===== config.mk =====
export PLATFORM = sky130hd
export DESIGN_NAME = m2vside_queue
export DESIGN_NICKNAME = d
export VERILOG_FILES = /design/src/rtl/m2v_side_pkg.sv /design/src/rtl/m2vside_qmem.sv /design/src/rtl/m2vside_queue.sv
export SDC_FILE = /design/constraint.sdc
export NUM_CORES = 1
export LEC_CHECK = 0
export ABC_AREA = 0
export CELL_PAD_IN_SITES_DETAIL_PLACEMENT = 1
export CELL_PAD_IN_SITES_GLOBAL_PLACEMENT = 2
export CORE_MARGIN = 2
export CORE_UTILIZATION = 49
export CTS_BUF_LIST = sky130_fd_sc_hd__clkbuf_8
export CTS_CLUSTER_SIZE = 25
export DETAILED_ROUTE_END_ITERATION = 10
export DONT_BUFFER_PORTS = 1
export HOLD_SLACK_MARGIN = 0.12
export PLACE_DENSITY = 0.82
export SLEW_MARGIN = 20
export SYNTH_ARGS = -nofsm -noshare
export SYNTH_HDL_FRONTEND = slang
export SYNTH_SLANG_ARGS = --single-unit

===== constraint.sdc =====
create_clock -name clk -period 2.64 [get_ports clk]
set_clock_uncertainty 0.2 [all_clocks]
set_input_delay 0.264 -clock clk [delete_from_list [all_inputs] [get_ports clk]]
set_output_delay 0.264 -clock clk [all_outputs]
set_load 0.005 [all_outputs]

===== src/rtl/m2v_side_pkg.sv =====
// m2v_side_pkg: shared definitions for the s2 -> s3 side-information path.
// Holds the default field widths, the packed record width SIDE_W and the
// field offsets inside a packed record. Records are packed MSB-first as
//   {mv_h, mv_v, mb_x, mb_y, mb_intra, block[2:0], coded, enable}
// so enable is bit 0.
package m2v_side_pkg;

  localparam int MVH_W_DEF = 16;
  localparam int MVV_W_DEF = 15;
  localparam int MBX_W_DEF = 6;
  localparam int MBY_W_DEF = 5;

  // Record width for arbitrary field widths: 4 variable fields plus
  // intra(1) + block(3) + coded(1) + enable(1).
  function automatic int side_w(input int mvh, input int mvv,
                                input int mbx, input int mby);
    return mvh + mvv + mbx + mby + 6;
  endfunction

  localparam int SIDE_W = side_w(MVH_W_DEF, MVV_W_DEF, MBX_W_DEF, MBY_W_DEF);

  localparam int OFS_ENABLE = 0;
  localparam int OFS_CODED  = 1;
  localparam int OFS_BLOCK  = 2;
  localparam int OFS_INTRA  = 5;
  localparam int OFS_MBY    = 6;
  localparam int OFS_MBX    = OFS_MBY + MBY_W_DEF;
  localparam int OFS_MVV    = OFS_MBX + MBX_W_DEF;
  localparam int OFS_MVH    = OFS_MVV + MVV_W_DEF;

  // Per-cycle queue operation, encoded as {push accepted, pop accepted}.
  typedef enum logic [1:0] {
    OP_IDLE = 2'b00,
    OP_POP  = 2'b01,
    OP_PUSH = 2'b10,
    OP_BOTH = 2'b11
  } q_op_e;

endpackage


===== src/rtl/m2vside_qmem.sv =====
// m2vside_qmem: DEPTH x W flop storage for the side-information queue.
// Ports:
//   clk, reset_n : clock, asynchronous active-low reset (clears all entries)
//   we, waddr, wdata : synchronous write port
//   raddr, rdata     : combinational read port
module m2vside_qmem #(
  parameter int DEPTH = 4,
  parameter int W     = 48,
  parameter int AW    = 2
) (
  input  logic          clk,
  input  logic          reset_n,
  input  logic          we,
  input  logic [AW-1:0] waddr,
  input  logic [W-1:0]  wdata,
  input  logic [AW-1:0] raddr,
  output logic [W-1:0]  rdata
);

  logic [W-1:0] mem_q [DEPTH];
  logic [W-1:0] mem_d [DEPTH];

  always_comb begin
    for (int unsigned i = 0; i < DEPTH; i++) begin
      mem_d[i] = mem_q[i];
    end
    if (we) begin
      mem_d[waddr] = wdata;
    end
  end

  always_ff @(posedge clk or negedge reset_n) begin
    if (!reset_n) begin
      for (int unsigned i = 0; i < DEPTH; i++) begin
        mem_q[i] <= '0;
      end
    end else begin
      for (int unsigned i = 0; i < DEPTH; i++) begin
        mem_q[i] <= mem_d[i];
      end
    end
  end

  assign rdata = mem_q[raddr];

endmodule


===== src/rtl/m2vside_queue.sv =====
// m2vside_queue: multi-entry side-information FIFO between the block
// side-info stage (s2) and reconstruction (s3).
// Ports:
//   clk, reset_n        : clock, asynchronous active-low reset
//   s2_*                : incoming record fields, written on an accepted push
//   push, pop           : one-cycle handshake pulses, sampled at rising edge
//   s3_*                : head record fields (s3_enable gated with s3_valid)
//   s3_valid, full      : queue non-empty / queue holds DEPTH records
//   level               : number of stored records, 0..DEPTH
//   err                 : sticky protocol error, only when M2VSIDE_ERR_EN is
//                         defined (dropped push or ignored pop)
module m2vside_queue
  import m2v_side_pkg::*;
#(
  parameter int MVH_WIDTH = MVH_W_DEF,
  parameter int MVV_WIDTH = MVV_W_DEF,
  parameter int MBX_WIDTH = MBX_W_DEF,
  parameter int MBY_WIDTH = MBY_W_DEF,
  parameter int DEPTH     = 4,
  parameter int LW        = $clog2(DEPTH) + 1
) (
  input  logic                 clk,
  input  logic                 reset_n,
  input  logic [MVH_WIDTH-1:0] s2_mv_h,
  input  logic [MVV_WIDTH-1:0] s2_mv_v,
  input  logic [MBX_WIDTH-1:0] s2_mb_x,
  input  logic [MBY_WIDTH-1:0] s2_mb_y,
  input  logic                 s2_mb_intra,
  input  logic [2:0]           s2_block,
  input  logic                 s2_coded,
  input  logic                 s2_enable,
  input  logic                 push,
  input  logic                 pop,
  output logic [MVH_WIDTH-1:0] s3_mv_h,
  output logic [MVV_WIDTH-1:0] s3_mv_v,
  output logic [MBX_WIDTH-1:0] s3_mb_x,
  output logic [MBY_WIDTH-1:0] s3_mb_y,
  output logic                 s3_mb_intra,
  output logic [2:0]           s3_block,
  output logic                 s3_coded,
  output logic                 s3_enable,
  output logic                 s3_valid,
  output logic                 full,
  output logic [LW-1:0]        level
`ifdef M2VSIDE_ERR_EN
  ,
  output logic                 err
`endif
);

  localparam int PW = $clog2(DEPTH);
  localparam int RW = side_w(MVH_WIDTH, MVV_WIDTH, MBX_WIDTH, MBY_WIDTH);
  localparam logic [PW-1:0] PTR_ONE  = PW'(1);
  localparam logic [LW-1:0] LVL_ONE  = LW'(1);
  localparam logic [LW-1:0] LVL_FULL = LW'(DEPTH);

  logic [PW-1:0] wp_q, wp_d;
  logic [PW-1:0] rp_q, rp_d;
  logic [LW-1:0] level_q, level_d;
  logic          full_q, full_d;
  logic          push_ok, pop_ok;
  q_op_e         op;
  logic [RW-1:0] wr_data, rd_data;
  logic          head_enable;

  // A full queue still takes a push when the head leaves in the same cycle.
  assign push_ok = push && (!full_q || pop);
  assign pop_ok  = pop && (level_q != '0);
  assign op      = q_op_e'({push_ok, pop_ok});

  always_comb begin
    wp_d    = wp_q;
    rp_d    = rp_q;
    level_d = level_q;
    if (push_ok) wp_d = wp_q + PTR_ONE;
    if (pop_ok)  rp_d = rp_q + PTR_ONE;
    unique case (op)
      OP_PUSH: level_d = level_q + LVL_ONE;
      OP_POP:  level_d = level_q - LVL_ONE;
      default: level_d = level_q;
    endcase
    full_d = (level_d == LVL_FULL);
  end

  always_ff @(posedge clk or negedge reset_n) begin
    if (!reset_n) begin
      wp_q    <= '0;
      rp_q    <= '0;
      level_q <= '0;
      full_q  <= 1'b0;
    end else begin
      wp_q    <= wp_d;
      rp_q    <= rp_d;
      level_q <= level_d;
      full_q  <= full_d;
    end
  end

`ifdef M2VSIDE_ERR_EN
  logic err_q, err_d;

  // A pop on an empty queue is only an error when no push rides along.
  always_comb begin
    err_d = err_q;
    if ((push && !push_ok) || (pop && (level_q == '0) && !push)) begin
      err_d = 1'b1;
    end
  end

  always_ff @(posedge clk or negedge reset_n) begin
    if (!reset_n) err_q <= 1'b0;
    else          err_q <= err_d;
  end

  assign err = err_q;
`endif

  assign wr_data = {s2_mv_h, s2_mv_v, s2_mb_x, s2_mb_y,
                    s2_mb_intra, s2_block, s2_coded, s2_enable};

  m2vside_qmem #(
    .DEPTH (DEPTH),
    .W     (RW),
    .AW    (PW)
  ) u_qmem (
    .clk     (clk),
    .reset_n (reset_n),
    .we      (push_ok),
    .waddr   (wp_q),
    .wdata   (wr_data),
    .raddr   (rp_q),
    .rdata   (rd_data)
  );

  assign {s3_mv_h, s3_mv_v, s3_mb_x, s3_mb_y,
          s3_mb_intra, s3_block, s3_coded, head_enable} = rd_data;

  assign s3_valid  = (level_q != '0);
  assign s3_enable = head_enable & s3_valid;
  assign full      = full_q;
  assign level     = level_q;

endmodule


==> results of run 1 <==
[cell usage after synthesis]
cell type,instances,share of area
and2_1,1,0.00069
mux2_2,113,0.14
fa_1,1,0.0022
ha_1,5,0.0069
o211ai_2,4,0.0055
buf_6,13,0.016
mux2_4,80,0.13
mux2i_1,1,0.0011
dfrtp_1,200,0.55
or3_1,2,0.0014
o31a_1,1,0.00097
nand2_1,2,0.00083
buf_4,2,0.0017
buf_1,3,0.0012
buf_2,13,0.0072
inv_1,6,0.0025
mux4_2,48,0.12
xnor2_1,3,0.0029
a211oi_1,1,0.00083
xor2_1,2,0.0019
o21ai_0,2,0.0011
[final cells by class]
cell class | count | area share
Clock buffer | 17 | 0.0229
Multi-Input combinational cell | 266 | 0.375
Tap cell | 229 | 0.0281
Inverter | 6 | 0.00221
Sequential cell | 200 | 0.491
Timing Repair Buffer | 67 | 0.0667
Clock inverter | 15 | 0.0143
[layer usage]
metal	global-route usage	part of all wire	vias up
li1	-	-	1971
met1	0.246	0.41	2507
met2	0.352	0.53	84
met3	0.0564	0.042	20
met4	0.0626	0.014	0
met5	0	0	-
[final timing paths]
path,from,to,slack [ns]
hold / removal,reset_n,u_qmem.mem_q[140],-0.72
min in group clk,push,u_qmem.mem_q[2],0.20
setup reg to reg,full,full,0.17
setup / recovery,pop,full,0.12
max in group asynchronous,reset_n,u_qmem.mem_q[166],2.71
hold reg to reg,u_qmem.mem_q[19],u_qmem.mem_q[19],0.31
[state kept, by name, summed over array words and instances, names as in the netlist]
register,count
rp_q,2
wp_q,2
u_qmem.mem_q,192
level,3
full,1
[kinds of logic after synthesis]
family	after synthesis	synth area share
buffers and inverters	37	0.0287
xor gates and xnor gates	5	0.00484
AOI/OAI and AO/OA	8	0.00843
and+or+nand+nor	5	0.00290
muxes	242	0.394
DFF	200	0.552
adders and majority gates	6	0.00912
[stage by stage]
stage	cells	instance area [µm²]	power, mW	worst slack, ns
after floorplan	503	9060	9.71	0.249
after global placement	717	9320	10.6	0.368
after detailed placement	717	9320	10.9	0.252
after CTS	800	10200	13.0	0.0446
after global routing	800	10200	13.6	0.00619
final	800	10200	12.8	0.118
[report_power, final]
part           internal, mW  total [mW]  leakage (nW)  switching, mW
combinational          3.36        5.34          1.98           1.98
sequential             4.64        5.57          2.37          0.922
clock                 0.769        1.89         0.185           1.12
[worst max-delay path: cells and delay by family]
| kind | cells | cell delay, ns |
|---|---|---|
| compound gates | 2 | 0.60 |
| xor+xnor | 1 | 0.16 |
| fa+ha+maj | 2 | 0.61 |
| buf+inv | 2 | 0.72 |
| simple gates | 1 | 0.35 |
==> results.md, run 1 <==
- Total CTS buffers: 17
- Max FO, Critical Path: 4
- Ant. Diodes: 0
- YS warnings: 0
- Die W: approximately 140 µm
- Hold Slack: -0.720 ns
- GR Overflow Total: 0
- Post-layout nets: a little over 600
- DRT iter0 DRCs: 129
- Kind of critical path: in2reg
- Flip-flop and latch area: approximately 5000 µm²
- Area delta synth->final: 12.7%
- Wire per inst: roughly 23 µm
- Leak: approximately 4.5 nW
- Number of primary I/O pins: approximately 110
- Post-CTS Setup Bufs: 0
- Status: complete, but fails checks
- Failing checks: negative hold slack
- Number of hold buffers added after cts: ~50
- First-pass GRT wire length: slightly above 30000 µm
- Fin. max-slew vios: 0
- Initial Utilization: 0.503
- VDD IR-drop max: approximately 0.0006 V
- Full die area: 19600 µm²
- Least-Margin Pin Slew: around 0.74 ns
- Vias in the first global route: about 5400
- Layout Utilization: 0.566
- Post-Syn Area: 9060 µm²
- Clk Latency, worst-skew pair: between 0.4 and 0.5 ns
- Fmax: slightly below 400 MHz
- Row Count: between 40 and 50
- Worst path max stage delay: about 0.66 ns
- Post-CTS sizing: 0
- Pwr/cell area: 1250 nW/µm²
- Max H-tree Level: 4
- Most frequent cells in the layout: dfrtp_1 (198), mux2_2 (113), mux2_4 (80), dlygate4sd3_1 (51), mux4_2 (48)
- Longest Clk Path Bufs: 2
- Root Driver: clkbuf_8
- Slew Limit Headroom: 0.506
- Worst-path clk slew: ~0.11 ns
- Fillers: roughly 1600
- CP Capture Type: register
- CP Cell Sequence: dlygate4sd3_1 > o21ai_0 > ha_1 > inv_1 > fa_1 > xor2_1 > or3_1 > a211oi_1
- Max-cap viol count: 0
- Drc violations: 0
- Vias/cell: around 5.7
- Pre-antenna DRT Iters: 4
- Setup crit start kind: input port
- Final hold vios: 200
- Worst path slowest cell: dlygate4sd3_1
- Clk sinks: 200
- Register bit total from synthesis: 200
- Syn Area/Cell: approximately 18 µm²
- Share of cells above drive strength 1: 0.517
- # setup viols final: 0
- Worst min path class: in2async
- Unrepaired setup endpoints after global routing: false
- R2R cell count: 8
- Via count: 4582
- Core Region: between 15000 and 20000 µm²
- GRT Total Usage: 0.202
- Synth cell types: 21
- CP arrival: approximately 2.7 ns
- GPL Wtd Cong: 0.714
- Initial antenna violation count: 0
- Final WL: about 18000 µm
- Synth Instances: 503
- Die Y: 140 µm
- Final Cycle Share: 0.955
- Setup tns final: 0 ns
- Largest net degree at the start of global routing: between 200 and 250
- Req. time, crit path: ~2.8 ns
- Multi-input gate area: about 3800 µm²
- Port Buf Inserts: 0
- Sequential share of the synthesized area: 0.552
- CTS tree: done
- Period minus WS final: about 2.5 ns
- Detail Route Antenna Nets: 0
- DP HPWL: roughly 11000 µm
- Leading cell type in the layout, fill and taps excluded: dfrtp_1
- Syn Nets: between 500 and 600
Note: power is estimated with default switching activity, not from simulation.
==> run 2, diff against run 1 <==
Settings changed: GPL_TIMING_DRIVEN set to 0, SKIP_CTS_REPAIR_TIMING set to 1, SKIP_LAST_GASP set to 1.
==> results.md, run 2 (same netlist as run 1, synthesis figures left out) <==
- CTS tree: done
- Longest Clk Path Bufs: 2 (unchanged)
- GPL Wtd Cong: 0.697 (-2.4%)
- Vias/cell: 5.65 (-1.3%)
- First-pass GRT wire length: 29700 µm (-2.6%)
- Fmax: 405 MHz (+2.1%)
- Largest net degree at the start of global routing: 201 (unchanged)
- Wire per inst: 22.7 µm (-1.7%)
- Leak: 4.57 nW (+0.92%)
- Clk sinks: 200 (unchanged)
- Worst path slowest cell: dfrtp_1
- Met2 global-route usage: 0.342 (-0.00976)
- Leading cell type in the layout, fill and taps excluded: dfrtp_1
- # setup viols final: 0 (unchanged)
- Initial antenna violation count: 0 (unchanged)
- Detail Route Antenna Nets: 0 (unchanged)
- Die W: 140 µm (unchanged)
- CP arrival: 2.64 ns (-0.07 ns)
- GR Overflow Total: 0 (unchanged)
- Worst min path class: in2async
- Placed Cells incl. Taps: 732 (+2.1%)
- Pre-antenna DRT Iters: 4 (unchanged)
- Pwr/cell area: 1250 nW/µm² (-0.54%)
- Share of cells above drive strength 1: 0.520 (+0.00384)
- Drc violations: 0 (unchanged)
- CP Capture Type: register
- CP Cell Sequence: inv_1 > o21ai_2 > ha_1 > inv_1 > fa_1 > xor2_1 > or3_1 > a211oi_1
- Post-layout nets: 631 (+2.4%)
- Worst Path Buf+Inv: 2 (unchanged)
- Max-cap viol count: 0 (unchanged)
- Area delta synth->final: 13.0%
- Max FO, Critical Path: 5 (+1)
- Hold Slack: -0.706 ns (+0.0140 ns)
- Status: complete, but fails checks
- Clk Latency, worst-skew pair: 0.45 ns (-0.02 ns)
- CP top delay family: adder cells
- VDD IR-drop max: 0.000603 V (+1.8%)
- Worst-path clk slew: 0.10 ns (about the same)
- Flop2flop setup slack: 0.17 ns (about the same)
- Worst path max stage delay: 0.41 ns (-0.25 ns)
- Port Buf Inserts: 0 (unchanged)
- Total CTS buffers: 17 (unchanged)
- Layout Utilization: 0.568 (+0.00167)
- Setup crit start kind: register
- Least-Margin Pin Slew: 0.773 ns (+0.0349 ns)
- Largest register by flop count: u_qmem.mem_q
- Setup tns final: 0 ns (unchanged)
- Worst r2r src: full
- Number of primary I/O pins: 105 (unchanged)
- Req. time, crit path: 2.81 ns (about the same)
- Worst path depth: 8 (unchanged)
- Row Count: 49 (unchanged)
- Final WL: 18500 µm (+0.26%)
- Met3 Use GR: 0.0639 (+0.00752)
- Vias in the first global route: 5186 (-3.6%)
- R2R cell count: 8 (unchanged)
- Power consumption: 12.8 mW (-0.25%)
- Routing usage on met1: 0.247 (+0.00116)
- Full die area: 19600 µm² (unchanged)
- Reg-to-Reg End: full
- Gr busiest metal: met2
- Final Cycle Share: 0.936 (-0.0196)
- DP HPWL: 12000 µm (+5.8%)
- Most frequent cells in the layout: dfrtp_1 (200), mux2_2 (113), mux2_4 (80), dlygate4sd3_1 (51), mux4_2 (48)
- Unrepaired setup endpoints after global routing: false
- Slew Limit Headroom: 0.485 (-0.0209)
- Fin. max-slew vios: 0 (unchanged)
- Initial Utilization: 0.503 (unchanged)
- Die Y: 140 µm (unchanged)
- Root Driver: clkbuf_8
- DRT iter0 DRCs: 162 (+26%)
- Non-Filler Instances: 816 (+2.0%)
- Final hold vios: 200 (unchanged)
- GRT Total Usage: 0.197 (-0.00568)
- Max reg flops: 192 (unchanged)
- Period minus WS final: 2.47 ns (-0.0516 ns)
- Kind of critical path: reg2reg
- Max H-tree Level: 4 (unchanged)
- Failing checks: negative hold slack
- Via count: 4611 (+0.63%)
- Core Region: 18000 µm² (unchanged)
- Most frequent CP cell: inv_1
## run 2: power breakdown
group	internal (mW)	switching [mW]
logic	3.37	2.06
registers	4.64	0.848
clock network	0.730	1.11
## run 2: area by class of cell
class | instances | area (µm²)
clock buffer | 19 | 262
tap | 229 | 287
clock inverter | 13 | 115
multi-input combinational | 266 | 3800
antenna | 1 | 2.50
buffer | 31 | 238
timing repair buffer | 51 | 510
inverter | 6 | 22.5
sequential | 200 | 5000
fill | 1624 | 7790
## run 2: worst register-to-register path: stages, from the launching register on
cell      delay (ns)
dfrtp_1         0.41
inv_1           0.15
o21ai_2         0.23
ha_1            0.23
inv_1           0.06
fa_1            0.37
xor2_1          0.17
or3_1           0.34
a211oi_1        0.23
## run 2: metal layers
metal / wire length (µm) / vias up
li1: - / 2011
met1: 8010 / 2524
met2: 9690 / 70
met3: 746 / 6
met4: 82 / 0
met5: 0 / -
## run 2: how the worst max path moves through the flow
stage / startpoint / to
final: full / full
after floorplan: full / full
after global placement: full / full
after detailed placement: full / full
after CTS: full / full
after global routing: full / full
## run 2: stage by stage
step                area [µm²]  setup slack, ns
floorplan                 9060            0.249
global placement          9350          -0.0114
detailed placement        9350           -0.101
CTS                       9720           -0.143
global route             10200           0.0276
finish                   10200            0.169
